===== src/rtl/ucore_output_channels.sv =====
// ucore_output_channels: buffers ucore results in a small FIFO and multicasts
// the head token to every enabled NoC destination. The head is held until all
// enabled destinations have accepted it, possibly on different cycles.
module ucore_output_channels #(
  parameter int unsigned DATA_WIDTH          = 32,
  parameter int unsigned N                   = 2,
  parameter int unsigned OUTPUT_BUFFER_DEPTH = 2
) (
  input  logic                  clk,
  input  logic                  rst,
  input  logic [N-1:0]          dest_mask,
  input  logic                  core_ivalid,
  input  logic [DATA_WIDTH-1:0] core_in,
  output logic                  core_oready,
  output logic [N-1:0]          noc_ovalid,
  output logic [DATA_WIDTH-1:0] noc_out,
  input  logic [N-1:0]          noc_iready
);

  localparam int unsigned DEPTH = OUTPUT_BUFFER_DEPTH;
  localparam int unsigned PW    = (DEPTH > 1) ? $clog2(DEPTH) : 1;
  localparam int unsigned CW    = $clog2(DEPTH + 1);
  localparam logic [PW-1:0] PTR_LAST = PW'(DEPTH - 1);
  localparam logic [CW-1:0] CNT_FULL = CW'(DEPTH);

  logic [DATA_WIDTH-1:0] mem_q [DEPTH];
  logic [PW-1:0]         wptr_q, wptr_d;
  logic [PW-1:0]         rptr_q, rptr_d;
  logic [CW-1:0]         count_q, count_d;
  logic [N-1:0]          sent_q, sent_d;

  logic                  not_empty;
  logic                  push;
  logic                  pop;
  logic [N-1:0]          xfer;
  logic [N-1:0]          done;

  // Handshake outputs and per-destination completion, all derived from state
  always_comb begin
    not_empty   = (count_q != '0);
    core_oready = !rst && (count_q != CNT_FULL);
    noc_ovalid  = {N{not_empty}} & dest_mask & ~sent_q;
    noc_out     = mem_q[rptr_q];
    xfer        = noc_ovalid & noc_iready;
    done        = ~dest_mask | sent_q | xfer;
    push        = core_ivalid && core_oready;
    pop         = not_empty && (&done);
  end

  // Next-state for pointers, occupancy and the sent tracking bits
  always_comb begin
    wptr_d  = wptr_q;
    rptr_d  = rptr_q;
    count_d = count_q;
    sent_d  = sent_q;

    if (push) begin
      wptr_d = (wptr_q == PTR_LAST) ? '0 : wptr_q + PW'(1);
    end

    if (pop) begin
      rptr_d = (rptr_q == PTR_LAST) ? '0 : rptr_q + PW'(1);
      sent_d = '0;
    end else if (not_empty) begin
      sent_d = sent_q | xfer;
    end

    if (push && !pop) begin
      count_d = count_q + CW'(1);
    end else if (!push && pop) begin
      count_d = count_q - CW'(1);
    end
  end

  // State and storage registers; reset clears everything, including the buffer
  always_ff @(posedge clk or posedge rst) begin
    if (rst) begin
      wptr_q  <= '0;
      rptr_q  <= '0;
      count_q <= '0;
      sent_q  <= '0;
      for (int unsigned i = 0; i < DEPTH; i++) begin
        mem_q[PW'(i)] <= '0;
      end
    end else begin
      wptr_q  <= wptr_d;
      rptr_q  <= rptr_d;
      count_q <= count_d;
      sent_q  <= sent_d;
      if (push) begin
        mem_q[wptr_q] <= core_in;
      end
    end
  end

endmodule


===== config.mk =====
export PLATFORM = sky130hd
export DESIGN_NAME = ucore_output_channels
export DESIGN_NICKNAME = d
export VERILOG_FILES = /design/src/rtl/ucore_output_channels.sv
export SDC_FILE = /design/constraint.sdc
export NUM_CORES = 1
export LEC_CHECK = 0
export BUFFER_PORTS_ARGS = -buffer_cell sky130_fd_sc_hd__buf_2
export CORE_MARGIN = 2
export CORE_UTILIZATION = 57
export DETAILED_ROUTE_END_ITERATION = 8
export PLACE_DENSITY_LB_ADDON = 0.1
export SETUP_SLACK_MARGIN = 0.1
export SYNTH_ARGS = -nofsm -noshare
export SYNTH_HDL_FRONTEND = slang
export SYNTH_SLANG_ARGS = --single-unit

===== constraint.sdc =====
create_clock -name clk -period 5.7 [get_ports clk]
set_clock_uncertainty 0.15 [all_clocks]
set_input_delay 1.14 -clock clk [delete_from_list [all_inputs] [get_ports clk]]
set_output_delay 1.14 -clock clk [all_outputs]
set_load 0.01 [all_outputs]

Word-level counts from Yosys, hierarchy flattened
Index checks and enable logic that the tools add are counted.
- add/sub/neg operators: 4
- $lt $le $gt $ge: 3
- bitwise gates (word level): 10
- equality and inequality tests: 1
- reductions and logical operators: 13
- muxes and demuxes: 12
- operator list (operator ; number):
    32-bit 2-to-1 mux ; 4
    64-bit bitwise mux ; 1
    32-bit demux with 1-bit select ; 1
    2-bit 2-to-1 mux ; 4
    2-bit AND ; 3
    1-bit logical AND ; 6
    2-bit OR ; 3
    2-bit nonzero test ; 3
    2-bit greater-or-equal comparator (second input constant) ; 2
    1-bit NOT with 2-bit output ; 2
    2-bit NOT ; 2
    1-bit logical NOT ; 3
    1-bit adder (second input constant) ; 2
    2-bit by 1-bit adder with 2-bit output (second input constant) ; 1
    2-bit by 1-bit < comparator with 1-bit output (second input constant) ; 1
    1-bit 2-to-1 mux ; 2
    2-bit inequality test (second input constant) ; 1
    2-bit AND reduction ; 1
    2-bit by 1-bit subtractor with 2-bit output (second input constant) ; 1
- word-level logic and storage cells: 49
- output and inout bits: 35
- bits in registers: 70
- input bits: 39

Depth between registers and ports, before layout
Gate-level depths: netlist of run 1.
- depth after elaboration: 10
- gate-level depth with buffers: 8
- gate-level depth less buffers: 7

Worst setup path after synthesis of run 1
No wires, ideal clock.
- path type: input port to output port
- from: in dest_mask[0]
- to: out noc_ovalid[0]
- arrival time: 1338 ps
- path slack: 3072 ps
- required time: 4410 ps
- cell stages on the path: 2
- path buffers: 0
- cells stage by stage: nand2_1 nor2_1
- word-level cells in the longest chain between the ends: 2
- ends and longest elaborated chain (element ; RTL line ; RTL):
    from (decl) ; 11 ; input logic [N-1:0] dest_mask,
    2-bit AND (2 in a row) ; 42 ; noc_ovalid = {N{not_empty}} & dest_mask & ~sent_q;
    to (decl) ; 15 ; output logic [N-1:0] noc_ovalid,
No other way between the ends.

Worst setup path in the final report of run 1
- from: reg rptr_q
- to: out noc_out[19]
- word-level cells in the longest chain between the ends: 4
- ends and longest elaborated chain (element ; RTL line ; RTL):
    from (decl) ; 28 ; logic [PW-1:0] rptr_q, rptr_d;
    from (signal assigned) ; 87 ; rptr_q <= rptr_d;
    1-bit NOT with 2-bit output (not written as such) ; 43 ; noc_out = mem_q[rptr_q];
    32-bit 2-to-1 mux (not written as such) (3 in a row) ; 43 ;
    to (decl) ; 16 ; output logic [DATA_WIDTH-1:0] noc_out,
No other way between the ends. The select of a mux whose other input is x is not followed.

==> run metrics, run 1 <==
Cell Area, Synth=about 3100 µm²; #FFs+latches synth=70; CP Buf/Inv Count=2; status=finished, final reports clean; total iterations of the first detailed-routing run=4; Critical Setup Path Class=flop to primary output; GPL Wtd Cong=between 0.7 and 0.8; Final WS setup=about 2.5 ns; part of the Yosys area used for sequential elements=roughly 56%; Switching Fraction=a little under a third; switching power=just under 0.7 mW; Finished Core Util=a little over 70%; worst vdd ir=between 0.0002 and 0.0003 V; vias in the first global route=slightly above 2000; I/O Buffers=73; CP delay by family, top=flip-flops; Hold Crit Class=flop to flop; wire per inst=14.8 µm; I/O pin count=between 70 and 80; worst slew pin tran=between 0.8 and 0.9 ns; Root Buffer=clkbuf_8; CTS Buffer Depth=2; Total GRT Usage=a little under a fifth; DR DRC count=0; CP arrival=around 2.0 ns; CP Data Required Time=4.41 ns; # resized after CTS=0; internal power=approximately 1.5 mW; overall routed net length=5270 µm; period utilization=approximately 57%; combinational power share=a little over two fifths; Power Total=around 2.1 mW; clock buffer count from CTS=9; GR Overflow Total=0; largest net degree at the start of global routing=71; Power Dens Cells=~580 nW/µm²; Clk pwr share=16.5%; die width=78.1 µm; clock sink count=70; pre-CTS worst setup slack=between 2 and 2.5 ns; share of layout cells above drive strength 1=~64%; Starting DRT DRC Count=97; unrepaired setup endpoints after global routing=no; DRT antenna net count=0; Fmax achieved=between 300 and 400 MHz; syn_nets=around 250; Max-slew headroom=43.2%; Seq pwr share=approximately two fifths; CTS tree=done; MaxCap Viol Count=0; Final Slew Violations=0; Area Overhead vs Synth=17.9%; Yosys Warn Count=0; Final Net Count=roughly 320; Pleak=1.73 nW; first-pass GRT wire length=9000 µm; CP max FO=22; die height=roughly 78 µm; Slowest cell on crit path=dfrtp_1; initial antenna violation count=0; Placeable Area=about 5200 µm²; Vias=around 1900; R2R setup slack=about 3.4 ns; FP Rows=26; crit-path max cell delay=roughly 0.67 ns; post-layout min period=between 3 and 4 ns; Post-CTS Setup Inserts=0; CP endpoint kind=primary output; die area=6090 µm²; Mapped Cells=~210; number of vias per cell=~5.3; CTS Hold Buffers Added=0; commonest non-fill, non-tap cells in the layout=mux2_2 (87), buf_2 (73), dfrtp_1 (70); Worst setup SP type=flop; clk_lat worst skew=between 0.3 and 0.4 ns; commonest non-fill, non-tap cell in the layout=mux2_2; Clock Pin Slew Worst Setup and Hold Paths=roughly 0.070 ns; H-tree levels=3; endpoints failing hold=0; ANT cells=0; crit-path cells=buf_4 > mux2_2 > buf_2; Avg Synthesized Cell Area=~15 µm²; Initial Utilization=between 60% and 70%; post-DP HPWL=between 3000 and 4000 µm; post-synthesis cell type count=23; Setup-failing EPs final=0; setup TNS=0 ns
state kept, by name, summed over array words and instances (netlist names):
name / count
rptr_q: 1
count_q: 2
sent_q: 2
wptr_q: 1
mem_q: 64
metal layers:
layer / routed length, µm / global-route usage [%]
met5: 0 / 0
met4: 46 / 5.79
met2: 2570 / 31.1
met3: 352 / 6.78
met1: 2300 / 24.4
Yosys cell counts:
| cell | instances | area, µm² |
|---|---|---|
| a21oi_1 | 1 | 5.00 |
| a31oi_1 | 2 | 12.5 |
| and2_1 | 1 | 6.26 |
| buf_2 | 3 | 15.0 |
| buf_6 | 6 | 67.6 |
| clkbuf_1 | 2 | 7.51 |
| dfrtp_1 | 70 | 1750 |
| ha_1 | 1 | 12.5 |
| inv_1 | 3 | 11.3 |
| mux2_1 | 9 | 101 |
| mux2_2 | 87 | 980 |
| nand2_1 | 2 | 7.51 |
| nand2b_1 | 1 | 6.26 |
| nand3_2 | 1 | 10.0 |
| nor2_1 | 5 | 18.8 |
| nor2b_2 | 2 | 17.5 |
| nor3b_4 | 1 | 18.8 |
| o311a_1 | 1 | 10.0 |
| o31a_1 | 1 | 8.76 |
| or2_2 | 1 | 6.26 |
| or3b_2 | 1 | 8.76 |
| xnor2_1 | 1 | 8.76 |
| xor2_1 | 4 | 35.0 |
per-stage QoR:
| stage | area (µm²) | hold WS, ns | instances |
|---|---|---|---|
| 3_3_place_gp | 3510 | 0.315 | 341 |
| 3_5_place_dp | 3510 | 0.322 | 341 |
| 6_report | 3690 | 0.335 | 355 |
| 5_1_grt | 3690 | 0.362 | 355 |
| 2_1_floorplan | 3130 | 0.304 | 206 |
| 4_1_cts | 3690 | 0.338 | 355 |
worst paths after layout:
kind / startpoint / to / cells after the start
setup reg to reg: count_q[1] / mem_q[60] / 4
min in group asynchronous: rst / count_q[1] / 3
hold reg to reg: mem_q[38] / mem_q[38] / 1
hold / removal: mem_q[38] / mem_q[38] / 1
max in group asynchronous: rst / mem_q[13] / 3
setup / recovery: rptr_q / noc_out[19] / 3
power by group through the flow:
stage	combinational [mW]	sequential, mW	clock, mW
after floorplan	0.692	0.841	0
after global placement	0.891	0.886	0
after detailed placement	0.909	0.898	0
after CTS	0.914	0.889	0.363
after global routing	0.987	0.921	0.385
final	0.900	0.886	0.352
final cells by class:
cell class | instances | area, µm²
tap | 70 | 87.6
sequential | 70 | 1750
inverter | 3 | 11.3
timing repair buffer | 76 | 388
multi-input combinational | 122 | 1270
clock buffer | 13 | 169
fill | 374 | 1520
clock inverter | 1 | 5.00
cell families after synthesis:
family	share of synthesized area (%)
muxes	34.6
buffers and inverters	3.24
AOI/OAI and AO/OA	1.16
and+or+nand+nor	3.20
DFF	56.0
xor gates and xnor gates	1.40
adders and majority gates	0.400
(Power assumes the default switching activity.)
==> run 2, diff against run 1 <==
--- a/config.mk
+++ b/config.mk
@@ -5,9 +5,10 @@
 export SDC_FILE = /design/constraint.sdc
 export NUM_CORES = 1
 export LEC_CHECK = 0
+export ABC_AREA = 1
 export BUFFER_PORTS_ARGS = -buffer_cell sky130_fd_sc_hd__buf_2
 export CORE_MARGIN = 2
-export CORE_UTILIZATION = 57
+export CORE_UTILIZATION = 54
 export DETAILED_ROUTE_END_ITERATION = 8
 export PLACE_DENSITY_LB_ADDON = 0.1
 export SETUP_SLACK_MARGIN = 0.1
==> constraint.sdc (replaced) <==
create_clock -name clk -period 3 [get_ports clk]
set_clock_uncertainty 0.15 [all_clocks]
set_input_delay 0.6 -clock clk [delete_from_list [all_inputs] [get_ports clk]]
set_output_delay 0.6 -clock clk [all_outputs]
set_load 0.01 [all_outputs]
==> run 2 against run 1 <==
- sequential share of layout area fell by 2.9 points
- combinational power rose by 110%
- cell area rose by 6.6%
- sequential power rose by 88%
- via count rose by 69%
- cell count rose by 62%
- critical endpoint is now noc_out[26]
- largest cell class unchanged
- largest power group unchanged
- highest routed layer unchanged
==> run metrics, run 2 <==
Worst setup SP type=flop; crit path launch=rptr_q; post-synthesis cell type count=17; Post-CTS Setup Inserts=0; Area Overhead vs Synth=12.8%; Final Net Count=roughly 540; met1 usage=about a third; post-layout min period=around 2.4 ns; CP endpoint kind=primary output; die width=84.3 µm; commonest non-fill, non-tap cells in the layout=nand2_1 (238), buf_2 (73), dfrtp_1 (70); main flop type after synthesis=dfrtp_1; Yosys Warn Count=0; # resized after CTS=0; Avg Synthesized Cell Area=7.93 µm²; clock buffer count from CTS=9; GPL Wtd Cong=a little under 0.8; number of vias per cell=5.49; commonest cells in the netlist=nand2_1 (238), dfrtp_1 (70), nand4_1 (65); Worst R2R Path Depth=3; post-DP HPWL=~5100 µm; status=finished, final reports clean; # fillers=about 600; clk_lat worst skew=between 0.3 and 0.4 ns; Clock Pin Slew Worst Setup and Hold Paths=0.07 ns; wire per inst=between 10 and 15 µm; I/O pin count=74; Initial Utilization=between 50 and 60%; Cell Area, Synth=~3500 µm²; Total GRT Usage=between 20% and 30%; CP arrival=approximately 1.7 ns; initial antenna violation count=0; vias in the first global route=3041; endpoints failing hold=0; Critical Setup Path Class=flop to primary output; Synth top area share=50.3%; Fmax achieved=416 MHz; Starting DRT DRC Count=222; syn_nets=479; Placeable Area=between 6000 and 7000 µm²; share of layout cells above drive strength 1=between 10% and 20%; most numerous cell in the Yosys netlist=nand2_1; FP Rows=29; Max-slew headroom=around two fifths; Final Slew Violations=0; Hold Crit Class=flop to flop; GR peak layer=met2; total iterations of the first detailed-routing run=4; Mapped Cells=between 400 and 500; Root Buffer=clkbuf_8; worst vdd ir=0.000553 V; GR Overflow Total=0; Setup-failing EPs final=0; CP Data Required Time=~2.3 ns; Post-synth ARST share=100%; CP max FO=17; I/O Buffers=between 70 and 80; die height=84.3 µm; met3 usage=~5.4%; H-tree levels=3; first-pass GRT wire length=14500 µm; largest net degree at the start of global routing=71; part of the Yosys area used for sequential elements=~50%; Area contributors post-synth=dfrtp_1 (50%), nand2_1 (26%), nand4_1 (12%); #FFs+latches synth=70; CTS Buffer Depth=2; CTS tree=done; worst hold path depth=2; max reg flops=between 60 and 70; Power Dens Cells=around 1000 nW/µm²; ANT cells=0; Vias=between 3000 and 4000; clock sink count=70; Post-synth EDFFs=0; worst slew pin tran=0.883 ns; setup TNS=0 ns; DRT antenna net count=0; Pleak=2.27 nW; commonest non-fill, non-tap cell in the layout=nand2_1; area leader, netlist=dfrtp_1; DR DRC count=0; MaxCap Viol Count=0; Power Total=around 4.1 mW; Worst R2R Start=wptr_q; CTS Hold Buffers Added=0; Biggest register=mem_q; die area=between 7000 and 8000 µm²; period utilization=between 80% and 90%; Top Registers=mem_q (64), count_q (2), sent_q (2); overall routed net length=~8400 µm; met2 Usage GRT=39.2%; Hold Path Origin=mem_q[54]; unrepaired setup endpoints after global routing=no
-- run 2: cell types whose count changed after synthesis, moves of 5 or more --
cell and delta:
nand2_1 +236, clkbuf_1 +6, buf_2 +8, nand4_1 +65, mux2_1 -9, mux2_2 -87
nand3_1 +5, inv_1 +12, buf_4 +5
-- run 2: path summary, 6_finish.rpt --
path                               end  slack (ns)
max                        noc_out[26]        0.60
min                          mem_q[54]        0.33
max reg2reg                  mem_q[13]        1.05
min reg2reg                  mem_q[54]        0.33
max in group asynchronous    mem_q[46]        1.61
min in group asynchronous       rptr_q        0.53
-- run 2: routing by layer --
metal / routed length, µm / up-vias
li1: - / 1538
met2: 3900 / 116
met5: 0 / -
met4: 90 / 0
met1: 3690 / 1499
met3: 675 / 8
-- run 2: critical path, stage by stage, from the launching register on --
cell and delay (ns):
dfrtp_1 0.38, inv_1 0.47, buf_12 0.23, nand2_1 0.06, nand2_1 0.06, buf_2 0.12
-- run 2: metrics by stage --
step           hold slack, ns  utilization [%]  setup slack, ns  instances  cell area (µm²)
2_1_floorplan           0.299                -            0.458        439             3490
6_report                0.331             62.6            0.595        576             3930
5_1_grt                 0.352             62.6            0.475        576             3930
3_5_place_dp            0.315             60.3            0.946        563             3780
4_1_cts                 0.333             62.6            0.573        576             3930
3_3_place_gp            0.312             60.3            0.991        563             3780
-- run 2: area by class of cell --
| cell class | instances | area, µm² | share of cell area [%] |
|---|---|---|---|
| Clock inverter | 3 | 15.0 | 0.382 |
| Tap cell | 77 | 96.3 | 2.45 |
| Multi-Input combinational cell | 318 | 1430 | 36.4 |
| Timing Repair Buffer | 81 | 438 | 11.2 |
| Inverter | 17 | 67.6 | 1.72 |
| Sequential cell | 70 | 1750 | 44.6 |
| Clock buffer | 10 | 128 | 3.25 |
-- run 2: cells by family after synthesis --
group           Yosys count  share of synthesized area, %
simple gates            314                          39.8
flops                    70                          50.3
buf+inv                  51                          8.59
fa+ha+maj                 1                         0.359
xor+xnor                  2                         0.503
compound gates            1                         0.467
-- run 2: report_power, final --
| part | total [mW] | internal [mW] | switching (mW) |
|---|---|---|---|
| sequential | 1.67 | 1.38 | 0.286 |
| clock | 0.607 | 0.282 | 0.325 |
| combinational | 1.85 | 0.685 | 1.16 |
| total | 4.12 | 2.35 | 1.77 |
